### src/rtl/mem_arbiter_if.sv
// Request/response and RAM-side signals of the two-requester byte-RAM arbiter.
// slave is the arbiter's view; master is the requesters' and RAM's view.
interface mem_arbiter_if;
  logic        rdy;
  logic        if_req;
  logic [31:0] if_addr;
  logic        if_flush;
  logic        if_done;
  logic [31:0] if_inst;
  logic        mem_req;
  logic        mem_we;
  logic [31:0] mem_addr;
  logic [1:0]  mem_len;
  logic [31:0] mem_wdata;
  logic        mem_done;
  logic [31:0] mem_rdata;
  logic [7:0]  ram_din;
  logic [7:0]  ram_dout;
  logic [31:0] ram_addr;
  logic        ram_wr;

  modport slave (
    input  rdy, if_req, if_addr, if_flush, mem_req, mem_we, mem_addr, mem_len, mem_wdata, ram_din,
    output if_done, if_inst, mem_done, mem_rdata, ram_dout, ram_addr, ram_wr
  );

  modport master (
    output rdy, if_req, if_addr, if_flush, mem_req, mem_we, mem_addr, mem_len, mem_wdata, ram_din,
    input  if_done, if_inst, mem_done, mem_rdata, ram_dout, ram_addr, ram_wr
  );
endinterface

### src/rtl/mem_arbiter.sv
// Arbitrates instruction fetch and load/store requests onto a single 8-bit RAM port,
// moving one byte per cycle; MEM wins ties, no preemption, IF can be flushed.
module mem_arbiter (
  input logic          clk,
  input logic          rst,
  mem_arbiter_if.slave bus
);
  typedef enum logic [1:0] {IDLE, READ, WRITE, DONE} state_t;
  typedef enum logic {OWN_IF, OWN_MEM} owner_t;

  state_t      state_q, state_d;
  owner_t      owner_q, owner_d;
  logic [31:0] base_q, base_d;
  logic [2:0]  n_q, n_d;
  logic [2:0]  cnt_q, cnt_d;
  logic [31:0] data_q, data_d;
  logic [31:0] cur_addr;

  function automatic logic [2:0] len_to_n(input logic [1:0] len);
    case (len)
      2'd0:    return 3'd1;
      2'd1:    return 3'd2;
      default: return 3'd4;
    endcase
  endfunction

  function automatic logic [7:0] byte_sel(input logic [31:0] w, input logic [1:0] idx);
    case (idx)
      2'd0:    return w[7:0];
      2'd1:    return w[15:8];
      2'd2:    return w[23:16];
      default: return w[31:24];
    endcase
  endfunction

  function automatic logic [31:0] put_byte(input logic [31:0] w, input logic [1:0] idx,
                                           input logic [7:0] b);
    logic [31:0] r;
    r = w;
    case (idx)
      2'd0:    r[7:0]   = b;
      2'd1:    r[15:8]  = b;
      2'd2:    r[23:16] = b;
      default: r[31:24] = b;
    endcase
    return r;
  endfunction

  // Wraps naturally at 2^32, so unaligned bases near the top roll over to 0.
  assign cur_addr      = base_q + {29'd0, cnt_q};
  assign bus.if_inst   = data_q;
  assign bus.mem_rdata = data_q;

  always_ff @(posedge clk or negedge rst) begin
    if (!rst) begin
      state_q <= IDLE;
      owner_q <= OWN_IF;
      base_q  <= '0;
      n_q     <= '0;
      cnt_q   <= '0;
      data_q  <= '0;
    end else begin
      state_q <= state_d;
      owner_q <= owner_d;
      base_q  <= base_d;
      n_q     <= n_d;
      cnt_q   <= cnt_d;
      data_q  <= data_d;
    end
  end

  always_comb begin
    state_d      = state_q;
    owner_d      = owner_q;
    base_d       = base_q;
    n_d          = n_q;
    cnt_d        = cnt_q;
    data_d       = data_q;
    bus.if_done  = 1'b0;
    bus.mem_done = 1'b0;
    bus.ram_wr   = 1'b0;
    bus.ram_addr = '0;
    bus.ram_dout = '0;
    case (state_q)
      IDLE: begin
        // Clearing the capture register at accept keeps short loads zero-extended.
        if (bus.rdy) begin
          if (bus.mem_req) begin
            state_d = bus.mem_we ? WRITE : READ;
            owner_d = OWN_MEM;
            base_d  = bus.mem_addr;
            n_d     = len_to_n(bus.mem_len);
            cnt_d   = '0;
            data_d  = '0;
          end else if (bus.if_req && !bus.if_flush) begin
            state_d = READ;
            owner_d = OWN_IF;
            base_d  = bus.if_addr;
            n_d     = 3'd4;
            cnt_d   = '0;
            data_d  = '0;
          end
        end
      end
      READ: begin
        if (cnt_q < n_q) bus.ram_addr = cur_addr;
        if (bus.rdy) begin
          if (owner_q == OWN_IF && bus.if_flush) begin
            state_d = IDLE;
            cnt_d   = '0;
          end else begin
            // ram_din lags its address by one cycle, so cycle j fills byte j-1.
            if (cnt_q != 3'd0) data_d = put_byte(data_q, cnt_q[1:0] - 2'd1, bus.ram_din);
            if (cnt_q == n_q) begin
              state_d = DONE;
              cnt_d   = '0;
            end else begin
              cnt_d = cnt_q + 3'd1;
            end
          end
        end
      end
      WRITE: begin
        bus.ram_addr = cur_addr;
        bus.ram_dout = byte_sel(bus.mem_wdata, cnt_q[1:0]);
        bus.ram_wr   = bus.rdy;
        if (bus.rdy) begin
          if (cnt_q == n_q - 3'd1) begin
            state_d = DONE;
            cnt_d   = '0;
          end else begin
            cnt_d = cnt_q + 3'd1;
          end
        end
      end
      DONE: begin
        if (owner_q == OWN_MEM) bus.mem_done = 1'b1;
        else                    bus.if_done  = !bus.if_flush;
        if (bus.rdy) state_d = IDLE;
      end
      default: state_d = IDLE;
    endcase
  end
endmodule
### src/flat_wrapper.sv
// flat-port wrapper written by rule: the top's interface ports become plain ports
module mem_arbiter_flat 
  (clk, rst, bus_rdy, bus_if_req, bus_if_addr, bus_if_flush, bus_mem_req, bus_mem_we, bus_mem_addr, bus_mem_len, bus_mem_wdata, bus_ram_din, bus_if_done, bus_if_inst, bus_mem_done, bus_mem_rdata, bus_ram_dout, bus_ram_addr, bus_ram_wr);
  mem_arbiter_if bus_i ();
  input logic clk;
  input logic rst;
  input wire logic [$bits(bus_i.rdy)-1:0] bus_rdy;
  input wire logic [$bits(bus_i.if_req)-1:0] bus_if_req;
  input wire logic [$bits(bus_i.if_addr)-1:0] bus_if_addr;
  input wire logic [$bits(bus_i.if_flush)-1:0] bus_if_flush;
  input wire logic [$bits(bus_i.mem_req)-1:0] bus_mem_req;
  input wire logic [$bits(bus_i.mem_we)-1:0] bus_mem_we;
  input wire logic [$bits(bus_i.mem_addr)-1:0] bus_mem_addr;
  input wire logic [$bits(bus_i.mem_len)-1:0] bus_mem_len;
  input wire logic [$bits(bus_i.mem_wdata)-1:0] bus_mem_wdata;
  input wire logic [$bits(bus_i.ram_din)-1:0] bus_ram_din;
  output wire logic [$bits(bus_i.if_done)-1:0] bus_if_done;
  output wire logic [$bits(bus_i.if_inst)-1:0] bus_if_inst;
  output wire logic [$bits(bus_i.mem_done)-1:0] bus_mem_done;
  output wire logic [$bits(bus_i.mem_rdata)-1:0] bus_mem_rdata;
  output wire logic [$bits(bus_i.ram_dout)-1:0] bus_ram_dout;
  output wire logic [$bits(bus_i.ram_addr)-1:0] bus_ram_addr;
  output wire logic [$bits(bus_i.ram_wr)-1:0] bus_ram_wr;
  assign bus_i.rdy = bus_rdy;
  assign bus_i.if_req = bus_if_req;
  assign bus_i.if_addr = bus_if_addr;
  assign bus_i.if_flush = bus_if_flush;
  assign bus_i.mem_req = bus_mem_req;
  assign bus_i.mem_we = bus_mem_we;
  assign bus_i.mem_addr = bus_mem_addr;
  assign bus_i.mem_len = bus_mem_len;
  assign bus_i.mem_wdata = bus_mem_wdata;
  assign bus_i.ram_din = bus_ram_din;
  assign bus_if_done = bus_i.if_done;
  assign bus_if_inst = bus_i.if_inst;
  assign bus_mem_done = bus_i.mem_done;
  assign bus_mem_rdata = bus_i.mem_rdata;
  assign bus_ram_dout = bus_i.ram_dout;
  assign bus_ram_addr = bus_i.ram_addr;
  assign bus_ram_wr = bus_i.ram_wr;
  mem_arbiter u_core (.clk(clk), .rst(rst), .bus(bus_i));
endmodule
### config.mk
export PLATFORM = sky130hd
export DESIGN_NAME = mem_arbiter_flat
export DESIGN_NICKNAME = d
export VERILOG_FILES = /design/src/rtl/mem_arbiter_if.sv /design/src/rtl/mem_arbiter.sv /design/src/flat_wrapper.sv
export SDC_FILE = /design/constraint.sdc
export NUM_CORES = 1
export LEC_CHECK = 0
export CORE_MARGIN = 8
export CORE_UTILIZATION = 43
export CTS_CLUSTER_SIZE = 16
export DETAILED_ROUTE_END_ITERATION = 10
export GPL_ROUTABILITY_DRIVEN = 1
export PLACE_DENSITY = 0.79
export RECOVER_POWER = 50
export REMOVE_ABC_BUFFERS = 1
export SETUP_SLACK_MARGIN = 0.05
export SYNTH_ARGS = -nofsm -noshare
export SYNTH_HDL_FRONTEND = slang
export SYNTH_SLANG_ARGS = --single-unit
export TNS_END_PERCENT = 10
### constraint.sdc
create_clock -name clk -period 3.3 [get_ports clk]
set_input_delay 0.825 -clock clk [delete_from_list [all_inputs] [get_ports clk]]
set_output_delay 0.825 -clock clk [all_outputs]
set_load 0.005 [all_outputs]
# [Word-level counts from Yosys, hierarchy flattened]
# Index checks and enable logic that the tools add are counted.
# Widths: inputs -> output; s select.
[classes] n_lt_le_gt_ge=1 add_sub_neg=4 n_bitwise=1 n_eq_ne=23 n_reduce_logical=19 mux=47
[op_table] cell="$mux 32" n=9
[op_table] cell="$pmux 32 s2" n=2
[op_table] cell="$mux 8" n=5
[op_table] cell="$reduce_and 7->1" n=5
[op_table] cell="$add 32x3->32" n=1
[op_table] cell="$mux 3" n=10
[op_table] cell="$pmux 8 s3" n=1
[op_table] cell="$mux 2" n=10
[op_table] cell="$ne 2x2->1 const B" n=9
[op_table] cell="$pmux 3 s3" n=1
[op_table] cell="$eq 2x1->1 const B" n=4
[op_table] cell="$eq 2x2->1 const B" n=4
[op_table] cell="$logic_not 2->1" n=4
[op_table] cell="$pmux 2 s4" n=1
[op_table] cell="$mux 1" n=7
[op_table] cell="$eq 3x3->1" n=2
[op_table] cell="$pmux 3 s2" n=1
[op_table] cell="$reduce_bool 3->1" n=2
[op_table] cell="$reduce_and 5->1" n=1
[op_table] cell="$ne 2x1->1 const B" n=2
[op_table] cell="$reduce_bool 2->1" n=2
[op_table] cell="$add 3x1->3 const B" n=1
[op_table] cell="$lt 3x3->1" n=1
[op_table] cell="$ne 3x1->1 const B" n=1
[op_table] cell="other kinds (8)" n=9
[totals] wordCells=104 in_bits=113 register_bits=73

# [Logic depth before layout (Yosys ltp)]
# Gate-level depths: netlist (run 1).
[logic_depth] ltp_word=8 mapped_depth=9

# [Least setup slack after synthesis (run 1)]
# OpenSTA, ideal clock, no wires.
[synth_timing] path_kind="register to output" start="reg u_core.cnt_q[1]" end="out bus_ram_addr[16]" path_stages_with_launch=7 path_slack_ns=0.365 arrival_time_ns=2.110 n_path_buf=0 path_cell_list="dfrtp_1 inv_1 fa_1 nor2b_1 o21ai_1 or4_1 a21oi_1"
[synth_between] elab_chain_cells=3
[synth_lines] element="from (decl)" line_no="mem_arbiter.sv:15" text="logic [2:0] cnt_q, cnt_d;"
[synth_lines] element="from (signal assigned)" line_no="mem_arbiter.sv:67" text="cnt_q <= cnt_d;"
[synth_lines] element="$add 32x3->32 or $lt 3x3->1 (tied branches)" line_no="mem_arbiter.sv:50, mem_arbiter.sv:106"
[synth_lines] element="$mux 32" line_no="mem_arbiter.sv:106" text="if (cnt_q < n_q) bus.ram_addr = cur_addr;"
[synth_lines] element="$pmux 32 s2 (*)" line_no="mem_arbiter.sv:84" text="case (state_q)"
[synth_lines] element="to (decl)" line_no="flat_wrapper.sv:22" text="output wire logic [$bits(bus_i.ram_addr)-1:0] bus_ram_addr;"
# Mark *: on every way between the ends. The rest lies on a longest branch, timed or not.

# [Worst setup path after layout (run 1)]
[layout_timing] start="reg u_core.cnt_q[2]" end="out bus_ram_addr[27]"
# The elaborated chain is that of the path after synthesis.

==> results.md, run 1 <==
- The detailed-routed wire length on met3 is 1.25 mm.
- The worst setup path is of the flip-flop to primary output kind.
- The most used flip-flop cell after synthesis is sky130_fd_sc_hd__dfrtp_1.
- The final reports fail on capacitance limit, slew limit, setup timing.
- The H-tree depth reported by CTS is 3.
- The total routing usage reported by global routing is 0.212.
- The total overflow left after global routing is 0.
- Synthesis produced a netlist whose cell count is 539.
- The number of warnings reported in the yosys synthesis log is 0.
- The worst-skew pair later-pin latency is 0.33 ns.
- The filler cells instantiated in the layout total 924.
- In this run the most critical hold path is launched from u_core.base_q[31].
- The worst hold path passes through 2 cells.
- The mapped netlist covers 5050 µm².
- Counting both buffers and inverters, the worst setup path holds a total of 2.
- The number of buffers created by CTS is 9.
- After detailed routing, the wire length on met1 is 6.85 mm.
- The multi-input combinational cells in the finished layout cover a total of 3090 µm².
- The initial detailed-routing violation count is 310.
- For this block, the via count after detailed routing is 4872.
- Along the worst path, the maximum fanout reaches 4.
- Port buffering added 219 buffers.
- The via-per-instance ratio is 5.47.
- The register-to-register path setup slack is 0.73 ns.
- In this run the tightest slew margin relative to its limit is -0.225.
- The remaining number of nets flagged by the antenna check after routing is 0.
- Traced cell by cell, the critical path runs through ha_4 -> o211ai_1 -> or4_4 -> buf_6 -> nor4_4 -> mux2i_1 -> buf_2.
- The number of enable-type register cells in the synthesized netlist is 0.
- Buffers inserted to repair hold after CTS numbered 0.
- The wire-length estimate of the detail-placed layout is 12.6 mm.
- From left edge to right edge, the die measures 124 µm.
- The simple-gate area share of the yosys netlist is 0.187.
- After detailed routing, the average wire length per cell comes to 19.1 µm.
- Summing all non-filler instances in the final layout gives an area of 7910 µm².
- The final setup violation count is 4.
- The antenna diode count is 0.
- For the pin with the worst max-slew slack, the measured transition is 1.84 ns.
- The sequential cell area fraction in the yosys report is 0.362.
- Of the total synthesized cell area, the portion taken by XOR and XNOR cells is 0.0238.
- The total length of routed met2 wires is 8.65 mm.
- The kind of end point of the critical path is a primary output.
- The starting density of the core is 0.442.
- Of the total synthesized cell area, the portion taken by full adders, half adders and majority gates is 0.0486.
- For this block, the routed nets add up to 17.0 mm of wire.
- Leaving out fill and tap cells, the most frequent cell in the layout is sky130_fd_sc_hd__clkdlybuf4s50_1.
- The terminus of the critical flop-to-flop path is u_core.bus.if_inst[10].
- Data arrives at the worst endpoint at 2.54 ns.
- The number of antenna violations at the first check in global routing is 0.
- The fraction of the cycle the final worst path needs is 1.02.
- The maximum clock frequency is 297 MHz.
- For this run, the post-layout net count is 875.
- In this run the vertical extent of the chip is 124 µm.
- Power spread over the standard cell area amounts to 718 nW/µm².
- The run finished, with violations left.
- The type of origin of the critical path is a flip-flop.
- The top cell types in the final layout, fill and taps aside, are sky130_fd_sc_hd__clkdlybuf4s50_1 (167), sky130_fd_sc_hd__dfrtp_1 (73), sky130_fd_sc_hd__nand2_1 (56).
- The main combinational cell family by area after synthesis is simple AND/OR/NAND/NOR gates.
- The total of flip-flops plus latches after synthesis is 73.
- The kind of cell with the highest combined delay along the critical path is simple AND/OR/NAND/NOR gates.
- For this run, design rule violations remaining after detail routing come to 0.
- The first detailed-routing pass ran for 7 iterations.
- The distinct cell type count of the synthesized netlist is 54.
- The area of the core region is 11400 µm².
- The cell sitting at the root of the clock tree is a sky130_fd_sc_hd__clkbuf_16.
- The maximum ir drop on the vdd rail is 0.426 mV.
- The number of cells on the worst reg-to-reg path is 7.
- In the final timing run, aggregate negative setup slack is -0.158 ns.
- Entering global routing, the biggest net connects 74 pins.
- The class of the tightest hold or removal check is flip-flop to flip-flop.
- Setup repair after global routing could not meet its margin everywhere.
- The clock drives 73 sinks.
- For this design, the slowest cell found on the critical path is sky130_fd_sc_hd__or4_4.
- For this design the static power due to leakage is 3.58 nW.
- In this design, the stage delay of the slowest critical-path cell is 0.58 ns.
- The synthesized-area fraction occupied by ao, oa, aoi and oai cells came to 0.141.
- The startpoint of the lowest-slack register-to-register path is u_core.state_q[1].
- Across the whole layout, storage elements account for 1830 µm².
- The share of synthesized registers carrying an async set or reset is 1.00.
- Counting I/O delays and the setup requirement, the final critical path takes 3.36 ns.
- The per-instance average area after synthesis is 9.37 µm².
- The CTS tree is built.
- The end point of the most critical hold path is u_core.base_q[31].
- From synthesis to final layout, the design area changed by 56.7%.
- The wire length of the first global-routing pass is 27.1 mm.
- The final RePlAce weighted congestion is 0.836.
- In the final layout, the share of cells above drive strength 1 is 0.193.
- The number of maximum-capacitance violations is 1.
- Across the routed clock network, the largest skew measured is 0.00550 ns.
- Summing all placed instances gives a cell area of 7240 µm².
- The via count of the first global-routing pass is 5244.
- The data required time of the worst path is 2.47 ns.
- The final count of pins violating max slew is 74.
- The standard-cell row count is 39.
- Measured against the total synthesized area, the mux share comes to 0.155.
- The floorplan step defined a die boundary enclosing 15500 µm².
- For this design the top-level I/O count stands at 220.
- The worst-case setup margin in the final layout is -0.0650 ns.
- The clock input transition at the sequential cells of the worst setup and hold paths is 0.06 ns.
- The top routing layer in use is met4.
- The final count of hold timing violations was 0.
- The maximum number of buffers from clock root to sink is 2.
==> layer usage <==
layer / track usage / vias up
li1: - / 2318
met1: 0.240 / 2336
met2: 0.374 / 200
met3: 0.0596 / 18
met4: 0.0659 / 0
met5: 0 / -
==> state kept, by name (all words and copies together) (netlist names) <==
signal	count
u_core.base_q	32
u_core.owner_q	1
u_core.bus.if_inst	32
u_core.state_q	2
u_core.cnt_q	3
u_core.n_q	3
==> power breakdown <==
group	internal, W	total, W	switching [W]	leakage, nW
Sequential	0.00124	0.00162	0.000386	0.943
Clock	0.000695	0.00111	0.000413	0.166
Combinational	0.00153	0.00295	0.00142	2.47
==> through the flow <==
step                       util  setup WS, ns  hold WS, ns  total power (W)  instances
final                     0.693       -0.0650        0.503          0.00568        891
after global routing      0.693        -0.162        0.531          0.00606        891
after CTS                 0.682       -0.0824        0.511          0.00566        891
after detailed placement  0.634       -0.0968        0.491          0.00452        864
after global placement    0.634       -0.0828        0.471          0.00443        864
after floorplan               -        -0.298        0.454          0.00299        478
==> worst min-delay path, cell delays in order (launching register included) <==
cell and delay [ns]:
sky130_fd_sc_hd__dfrtp_1 0.36, sky130_fd_sc_hd__nand2_1 0.05, sky130_fd_sc_hd__o21ai_0 0.06
==> final cells by class <==
type,count,share of cell area
Multi-Input combinational cell,388,0.391
Timing Repair Buffer,253,0.305
Sequential cell,73,0.231
Clock buffer,10,0.0302
Tap cell,143,0.0226
Clock inverter,6,0.0123
Inverter,18,0.00854
==> Yosys cell counts, drive strengths merged, types with 2 or more instances <==
cell type	n	area, µm²
a21o	3	22.5
a21oi	16	80.1
a222oi	8	80.1
and2	21	131
and3	6	37.5
buf	43	288
clkbuf	18	67.6
dfrtp	73	1830
ha	18	225
inv	18	67.6
mux2	32	360
mux2i	42	420
nand2	57	214
nand3	19	95.1
nand3b	8	60.1
nand4	2	12.5
nor2	18	67.6
nor2b	7	43.8
nor3	6	75.1
nor4	10	62.6
o2111ai	5	43.8
o211ai	5	37.5
o21ai	49	245
o31ai	10	75.1
or3	3	18.8
or4	10	75.1
xnor2	4	35.0
xor2	7	61.3
==> worst max path at each step <==
| stage | from | to | slack (ns) | cells after the start |
|---|---|---|---|---|
| final | u_core.cnt_q[2] | bus_ram_addr[27] | -0.06 | 7 |
| after global routing | u_core.cnt_q[0] | bus_ram_addr[10] | -0.16 | 11 |
| after CTS | u_core.cnt_q[2] | bus_ram_addr[15] | -0.08 | 6 |
| after detailed placement | u_core.cnt_q[0] | bus_ram_addr[24] | -0.1 | 8 |
| after global placement | u_core.cnt_q[0] | bus_ram_addr[30] | -0.08 | 8 |
| after floorplan | bus_if_req | u_core.base_q[0] | -0.30 | 3 |
==> what timing repair did <==
item                                    in CTS  in global routing
buffers inserted                            10                  0
endpoints found under the setup margin      40                 38
pin swaps                                   16                 10
resized for setup                           88                 47
gates cloned                                 1                  0
hold endpoints to repair                     0                  0
==> cells by family after synthesis <==
| family | count (synthesis) |
|---|---|
| adder cells (fa/ha/maj) | 19 |
| AND/OR/NAND/NOR | 173 |
| AO/OA/AOI/OAI | 109 |
| flip-flops | 73 |
| multiplexers | 74 |
| XOR/XNOR | 12 |
| buffers and inverters | 79 |
(Power assumes the default switching activity.)
==> inputs of run 2 (changes only) <==
--- a/config.mk
+++ b/config.mk
@@ -5,6 +5,7 @@
 export SDC_FILE = /design/constraint.sdc
 export NUM_CORES = 1
 export LEC_CHECK = 0
+export ABC_AREA = 0
 export CORE_MARGIN = 8
 export CORE_UTILIZATION = 43
 export CTS_CLUSTER_SIZE = 16
@@ -14,6 +15,7 @@
 export RECOVER_POWER = 50
 export REMOVE_ABC_BUFFERS = 1
 export SETUP_SLACK_MARGIN = 0.05
+export SLEW_MARGIN = 30
 export SYNTH_ARGS = -nofsm -noshare
 export SYNTH_HDL_FRONTEND = slang
 export SYNTH_SLANG_ARGS = --single-unit
==> results.md, run 2 (synthesized netlist as in run 1, its figures left out) <==
- The starting density of the core was 0.442 (unchanged).
- The global route total overflow is 0 (unchanged).
- The fraction of the cycle the final worst path needs came to 1.02 (about the same).
- The total routing usage reported by global routing came to 0.212 (unchanged).
- The initial detailed-routing violation count was 311 (was 310).
- The areal power density over the cells is 718 nW/µm² (about the same).
- RSZ-0062 raised after global routing: yes (unchanged).
- The post-route setup TNS is -0.162 ns (was -0.158 ns).
- The post-layout minimum cycle time is 3.37 ns (was 3.36 ns).
- The number of iterations in the first detailed-routing pass came to 7 (unchanged).
- The final RePlAce weighted congestion is 0.836 (unchanged).
- The overall die area is 15500 µm² (unchanged).
- The vertical die dimension is 124 µm (unchanged).
- The estimated wirelength of the detail-placed design came to 12.6 mm (unchanged).
- The wire length of the first global-routing pass was 27.1 mm (unchanged).
- The number of antenna violations at the first check in global routing was 0 (unchanged).
- The CTS tree is built (unchanged).
- The number of maximum-capacitance violations is 1 (unchanged).
- The worst min-delay path startpoint is u_core.base_q[31] (unchanged).
- The detailed-route DRC error count is 0 (unchanged).
- The number of buffers inserted by port buffering was 219 (unchanged).
- The number of top-level pins is 220 (unchanged).
- The class of the tightest hold or removal check is flip-flop to flip-flop (unchanged).
- The arrival time at the worst endpoint was 2.54 ns (about the same).
- The data required time of the worst path is 2.47 ns (about the same).
- The most common cell after layout, fill and taps aside is sky130_fd_sc_hd__clkdlybuf4s50_1 (unchanged).
- Status: finished with violations (unchanged).
- The number of buffers created by CTS is 9 (unchanged).
- The clock net sink count is 73 (unchanged).
- The maximum number of buffers from clock root to sink is 2 (unchanged).
- The worst-case setup margin in the final layout is -0.0659 ns (was -0.0650 ns).
- The leakage power total is 3.58 nW (unchanged).
- Most frequent cells in the layout: sky130_fd_sc_hd__clkdlybuf4s50_1 (167), sky130_fd_sc_hd__dfrtp_1 (73), sky130_fd_sc_hd__nand2_1 (56) (unchanged).
- The final count of pins violating max slew is 74 (unchanged).
- The largest net degree at the start of global routing came to 74 (unchanged).
- The remaining number of nets flagged by the antenna check after routing is 0 (unchanged).
- The terminus of the critical flop-to-flop path is u_core.bus.if_inst[10] (unchanged).
- The area growth from synthesis to layout is 56.7% (unchanged).
- The H-tree depth reported by CTS is 3 (unchanged).
- The master cell of the clock root buffer is sky130_fd_sc_hd__clkbuf_16 (unchanged).
- The area of the core region is 11400 µm² (unchanged).
- The kind of end point of the critical path is a primary output (unchanged).
- The register-to-register path setup slack is 0.73 ns (about the same).
- The antenna diode count is 0 (unchanged).
- The type of origin of the critical path was a flip-flop (unchanged).
- The depth of the worst register-to-register path is 7 (unchanged).
- Critical path, cell by cell: ha_4 -> o211ai_1 -> or4_4 -> buf_6 -> nor4_4 -> mux2i_1 -> buf_2 (unchanged).
- The worst setup skew after layout is 0.00550 ns (about the same).
- The total number of nets in the final design is 875 (unchanged).
- The worst slew slack as a fraction of its limit is -0.224 (was -0.225).
- The end point of the most critical hold path is u_core.base_q[31] (unchanged).
- The clock input transition at the sequential cells of the worst setup and hold paths is 0.06 ns (about the same).
- The post-layout instance area is 7910 µm² (unchanged).
- The proportion of layout cells with a drive suffix above 1 was 0.193 (unchanged).
- The cell with the largest stage delay on the worst path is sky130_fd_sc_hd__or4_4 (unchanged).
- The number of hold buffers added after CTS is 0 (unchanged).
- The worst hold path depth is 2 (unchanged).
- The utilization after layout is 0.693 (unchanged).
- The final-layout fill cell count is 926 (was 924).
- The top cell family by delay on the critical path is simple AND/OR/NAND/NOR gates (unchanged).
- The total number of vias is 4861 (was 4872).
- The highest cell delay on the worst timing path was 0.58 ns (about the same).
- The via-per-instance ratio is 5.46 (was 5.47).
- The via count of the first global-routing pass is 5244 (unchanged).
- Failing checks: capacitance limit, slew limit, setup timing (unchanged).
- The final non-filler cell total is 891 (unchanged).
- The post-detailed-placement cell area is 7240 µm² (unchanged).
- The die extent in x is 124 µm (unchanged).
- The final count of hold timing violations is 0 (unchanged).
- The sum of routed wire length over all layers is 17.0 mm (about the same).
- The maximum ir drop on the vdd rail is 0.426 mV (about the same).
- The top fanout value on the critical path came to 4 (unchanged).
- The standard-cell row count is 39 (unchanged).
- The slew at the pin closest to its max-slew limit came to 1.84 ns (about the same).
- The final setup violation count is 4 (unchanged).
- The mean routed wirelength per cell was 19.0 µm (was 19.1 µm).
- The count of buffering cells on the critical path with inverters included is 2 (unchanged).
- The worst-skew pair later-pin latency is 0.33 ns (about the same).
- The cell count after placement is 864 (unchanged).
- The maximum clock frequency came to 297 MHz (about the same).
- The start-to-end type of the worst setup path is flip-flop to primary output (unchanged).
- The startpoint of the lowest-slack register-to-register path is u_core.state_q[1] (unchanged).
- The post-layout total power was 0.00568 W (about the same).
[run 2: metrics by stage]
| stage | hold WS, ns | setup slack (ns) |
|---|---|---|
| 3_3_place_gp | 0.471 | -0.0828 |
| 3_5_place_dp | 0.491 | -0.0968 |
| 5_1_grt | 0.531 | -0.162 |
| 2_1_floorplan | 0.454 | -0.298 |
| 4_1_cts | 0.511 | -0.0824 |
| 6_report | 0.503 | -0.0659 |
[run 2: how the worst max path moves through the flow]
stage | start | depth (start not counted) | to | slack [ns]
3_5_place_dp | u_core.cnt_q[0] | 8 | bus_ram_addr[24] | -0.1
6_report | u_core.cnt_q[2] | 7 | bus_ram_addr[27] | -0.07
4_1_cts | u_core.cnt_q[2] | 6 | bus_ram_addr[15] | -0.08
2_1_floorplan | bus_if_req | 3 | u_core.base_q[0] | -0.30
5_1_grt | u_core.cnt_q[0] | 11 | bus_ram_addr[10] | -0.16
3_3_place_gp | u_core.cnt_q[0] | 8 | bus_ram_addr[30] | -0.08
[run 2: power by group]
| part | leakage [nW] | internal (W) | switching, W |
|---|---|---|---|
| Clock | 0.166 | 0.000695 | 0.000411 |
| Combinational | 2.47 | 0.00153 | 0.00142 |
| Sequential | 0.943 | 0.00124 | 0.000386 |
| Total | 3.58 | 0.00346 | 0.00222 |
[run 2: worst min-delay path: stages, from the launching register on]
cell                      delay (ns)
sky130_fd_sc_hd__dfrtp_1        0.36
sky130_fd_sc_hd__nand2_1        0.05
sky130_fd_sc_hd__o21ai_0        0.06
[run 2: area by class of cell]
class                           count  area (µm²)  share of cell area
Clock buffer                       10         239              0.0302
Clock inverter                      6        97.6              0.0123
Inverter                           18        67.6             0.00854
Multi-Input combinational cell    388        3090               0.391
Sequential cell                    73        1830               0.231
Tap cell                          143         179              0.0226
Timing Repair Buffer              253        2410               0.305
[run 2: timing repair]
item,4_1_cts,5_1_grt
cloned,1,0
pin swaps,16,10
buffers inserted,10,0
resized for setup,88,47
endpoints found under the setup margin,40,38
[run 2: routing by layer]
layer	global-route usage	up-vias	wire length, µm
met5	0	-	0
met4	0.0659	0	227
met3	0.0596	18	1230
met2	0.374	200	8650
met1	0.240	2324	6870
li1	-	2319	-
==> inputs of run 3 (changes only) <==
--- a/config.mk
+++ b/config.mk
@@ -7,15 +7,15 @@
 export LEC_CHECK = 0
 export ABC_AREA = 0
 export CORE_MARGIN = 8
-export CORE_UTILIZATION = 43
+export CORE_UTILIZATION = 47
 export CTS_CLUSTER_SIZE = 16
 export DETAILED_ROUTE_END_ITERATION = 10
 export GPL_ROUTABILITY_DRIVEN = 1
-export PLACE_DENSITY = 0.79
+export PLACE_DENSITY = 0.85
 export RECOVER_POWER = 50
 export REMOVE_ABC_BUFFERS = 1
 export SETUP_SLACK_MARGIN = 0.05
-export SLEW_MARGIN = 30
+export SKIP_LAST_GASP = 1
 export SYNTH_ARGS = -nofsm -noshare
 export SYNTH_HDL_FRONTEND = slang
 export SYNTH_SLANG_ARGS = --single-unit
==> constraint.sdc (replaced) <==
create_clock -name clk -period 4.3 [get_ports clk]
set_input_delay 1.075 -clock clk [delete_from_list [all_inputs] [get_ports clk]]
set_output_delay 1.075 -clock clk [all_outputs]
set_load 0.005 [all_outputs]
==> results.md, run 3 (synthesized netlist as in run 1, its figures left out) <==
- Status: finished with violations (unchanged).
- Failing checks: capacitance limit, slew limit (was capacitance limit, slew limit, setup timing).
- The areal power density over the cells is 540 nW/µm² (was 718 nW/µm²).
- The arrival time at the worst endpoint is 3.09 ns (was 2.54 ns).
- The wire length of the first global-routing pass is 25.6 mm (was 27.1 mm).
- The total routing usage reported by global routing is 0.218 (was 0.212).
- The worst-skew pair later-pin latency is 0.35 ns (was 0.33 ns).
- The standard-cell row count was 38 (was 39).
- The initial detailed-routing violation count is 273 (was 311).
- The master cell of the clock root buffer is sky130_fd_sc_hd__clkbuf_8 (was sky130_fd_sc_hd__clkbuf_16).
- The top fanout value on the critical path was 6 (was 4).
- The maximum clock frequency is 240 MHz.
- The buffers inserted during post-CTS setup optimization is 0 (was 10).
- The net switching power of the design was 0.00159 W (was 0.00222 W).
- The area growth from synthesis to layout is 45.6% (was 56.7%).
- The slew at the pin closest to its max-slew limit is 1.80 ns (was 1.84 ns).
- The clock net sink count is 73 (unchanged).
- The antenna diode count came to 0 (unchanged).
- The mean routed wirelength per cell is 18.4 µm (was 19.0 µm).
- The fraction of power consumed by combinational cells is 0.545 (was 0.520).
- The switching portion of total power is 0.401 (was 0.391).
- The total number of vias was 4749 (was 4861).
- The global route total overflow is 0 (unchanged).
- The number of buffers inserted by port buffering came to 219 (unchanged).
- The kind of end point of the critical path is a primary output (unchanged).
- The number of top-level pins is 220 (unchanged).
- The maximum ir drop on the vdd rail is 0.348 mV (was 0.426 mV).
- The type of origin of the critical path is a flip-flop (unchanged).
- The clock input transition at the sequential cells of the worst setup and hold paths is 0.09 ns (was 0.06 ns).
- The remaining number of nets flagged by the antenna check after routing is 0 (unchanged).
- The data required time of the worst path is 3.22 ns (was 2.47 ns).
- The via-per-instance ratio was 5.50 (was 5.46).
- The leakage power total is 3.10 nW (was 3.58 nW).
- The most common cell after layout, fill and taps aside was sky130_fd_sc_hd__clkdlybuf4s50_1 (unchanged).
- The worst setup skew after layout is 0.0119 ns (was 0.00550 ns).
- The post-route setup TNS is 0 ns (was -0.162 ns).
- The final-layout fill cell count is 841 (was 926).
- Most frequent cells in the layout: sky130_fd_sc_hd__clkdlybuf4s50_1 (181), sky130_fd_sc_hd__dfrtp_1 (73), sky130_fd_sc_hd__nand2_1 (57) (was sky130_fd_sc_hd__clkdlybuf4s50_1 (167), sky130_fd_sc_hd__dfrtp_1 (73), sky130_fd_sc_hd__nand2_1 (56)).
- The CTS tree is built (unchanged).
- The number of buffers created by CTS is 9 (unchanged).
- The part of the total power dissipated in the clock network is 0.146 (was 0.195).
- The final setup violation count was 0 (was 4).
- The part of the total power dissipated in sequential elements is 0.309 (was 0.285).
- The detailed-route DRC error count came to 0 (unchanged).
- The area of the core region is 10700 µm² (was 11400 µm²).
- The post-layout total power came to 0.00397 W (was 0.00568 W).
- The utilization after layout is 0.690 (was 0.693).
- The class of the tightest hold or removal check was flip-flop to flip-flop (unchanged).
- The H-tree depth reported by CTS was 3 (unchanged).
- The vertical die dimension is 120 µm (was 124 µm).
- The number of gates resized after CTS is 0 (was 88).
- The worst-case setup margin in the final layout is 0.138 ns (was -0.0659 ns).
- The setup slack after placement is 0.515 ns (was -0.0968 ns).
- The fraction of the cycle the final worst path needs is 0.968.
- The number of iterations in the first detailed-routing pass is 5 (was 7).
- The largest net degree at the start of global routing is 74 (unchanged).
- The final RePlAce weighted congestion is 0.859 (was 0.836).
- For the finished layout, the period the worst path requires is 4.16 ns.
- The number of hold buffers added after CTS is 0 (unchanged).
- The final count of hold timing violations is 0 (unchanged).
- The overall die area is 14300 µm² (was 15500 µm²).
- The estimated wirelength of the detail-placed design is 12.3 mm (was 12.6 mm).
- The final count of pins violating max slew was 119 (was 74).
- The number of maximum-capacitance violations is 2 (was 1).
- The proportion of layout cells with a drive suffix above 1 was 0.0941 (was 0.193).
- The total number of nets in the final design is 850 (was 875).
- RSZ-0062 raised after global routing: yes (unchanged).
- The start-to-end type of the worst setup path is flip-flop to primary output (unchanged).
- The maximum number of buffers from clock root to sink is 2 (unchanged).
- The sum of routed wire length over all layers came to 15.9 mm (was 17.0 mm).
- The cell-internal power came to 0.00238 W (was 0.00346 W).
- The via count of the first global-routing pass came to 5150 (was 5244).
- The number of antenna violations at the first check in global routing was 0 (unchanged).
- The die extent in x is 120 µm (was 124 µm).
- The worst slew slack as a fraction of its limit is -0.200 (was -0.224).
- The starting density of the core is 0.474 (was 0.442).
## run 3: cell count changes in the layout (fill, tap and decap cells not counted), sizes merged, moves of 2 or more
cell / previous run / this run
buf: 44 / 9
dlygate4sd3: 20 / 36
clkdlybuf4s50: 167 / 181
dlymetal6s2s: 9 / 0
dlygate4sd2: 5 / 0
clkbuf: 15 / 12
clkdlybuf4s15: 3 / 0
clkinvlp: 0 / 2
## run 3: worst max-delay path, stage by stage, from the launching register on
cell and delay, ns:
sky130_fd_sc_hd__dfrtp_1 0.44, sky130_fd_sc_hd__ha_1 0.24, sky130_fd_sc_hd__inv_1 0.07, sky130_fd_sc_hd__fa_1 0.40, sky130_fd_sc_hd__nor2b_2 0.19, sky130_fd_sc_hd__o2111ai_1 0.23
sky130_fd_sc_hd__or4_1 0.45, sky130_fd_sc_hd__a21oi_1 0.19, sky130_fd_sc_hd__clkdlybuf4s50_1 0.54
## run 3: cell type report
type	instances	area (µm²)	area share
Multi-Input combinational cell	387	2820	0.384
Timing Repair Buffer	229	2250	0.306
Sequential cell	73	1830	0.249
Tap cell	140	175	0.0238
Clock buffer	9	124	0.0169
Clock inverter	7	85.1	0.0116
Inverter	18	67.6	0.00919
## run 3: power groups by stage
stage | registers (W) | clock network [W] | logic (W)
6_report | 0.00122 | 0.000580 | 0.00216
5_1_grt | 0.00127 | 0.000622 | 0.00238
2_1_floorplan | 0.00118 | 0 | 0.00111
4_1_cts | 0.00123 | 0.000588 | 0.00222
3_5_place_dp | 0.00123 | 0 | 0.00221
3_3_place_gp | 0.00122 | 0 | 0.00216
## run 3: metrics by stage
step	cell area (µm²)	hold slack [ns]	cells
detailed placement	7130	0.492	847
floorplan	4690	0.454	478
finish	7350	0.516	863
global placement	7130	0.478	847
CTS	7340	0.514	863
global route	7350	0.535	863
## run 3: worst paths after layout
check / startpoint / to / slack [ns] / cells after the start
setup / recovery: u_core.cnt_q[0] / bus_ram_addr[24] / 0.14 / 8
setup reg to reg: u_core.state_q[0] / u_core.base_q[25] / 1.55 / 5
min in group asynchronous: rst / u_core.bus.if_inst[13] / 1.21 / 1
hold reg to reg: u_core.base_q[31] / u_core.base_q[31] / 0.52 / 2
max in group asynchronous: rst / u_core.base_q[25] / 2.02 / 1
hold / removal: u_core.base_q[31] / u_core.base_q[31] / 0.52 / 2
## run 3: layer usage
metal	up-vias	part of all wire	track usage
met5	-	0	0
met4	0	0.014	0.0671
met3	19	0.091	0.0789
met2	203	0.50	0.381
met1	2263	0.40	0.242
li1	2264	-	-
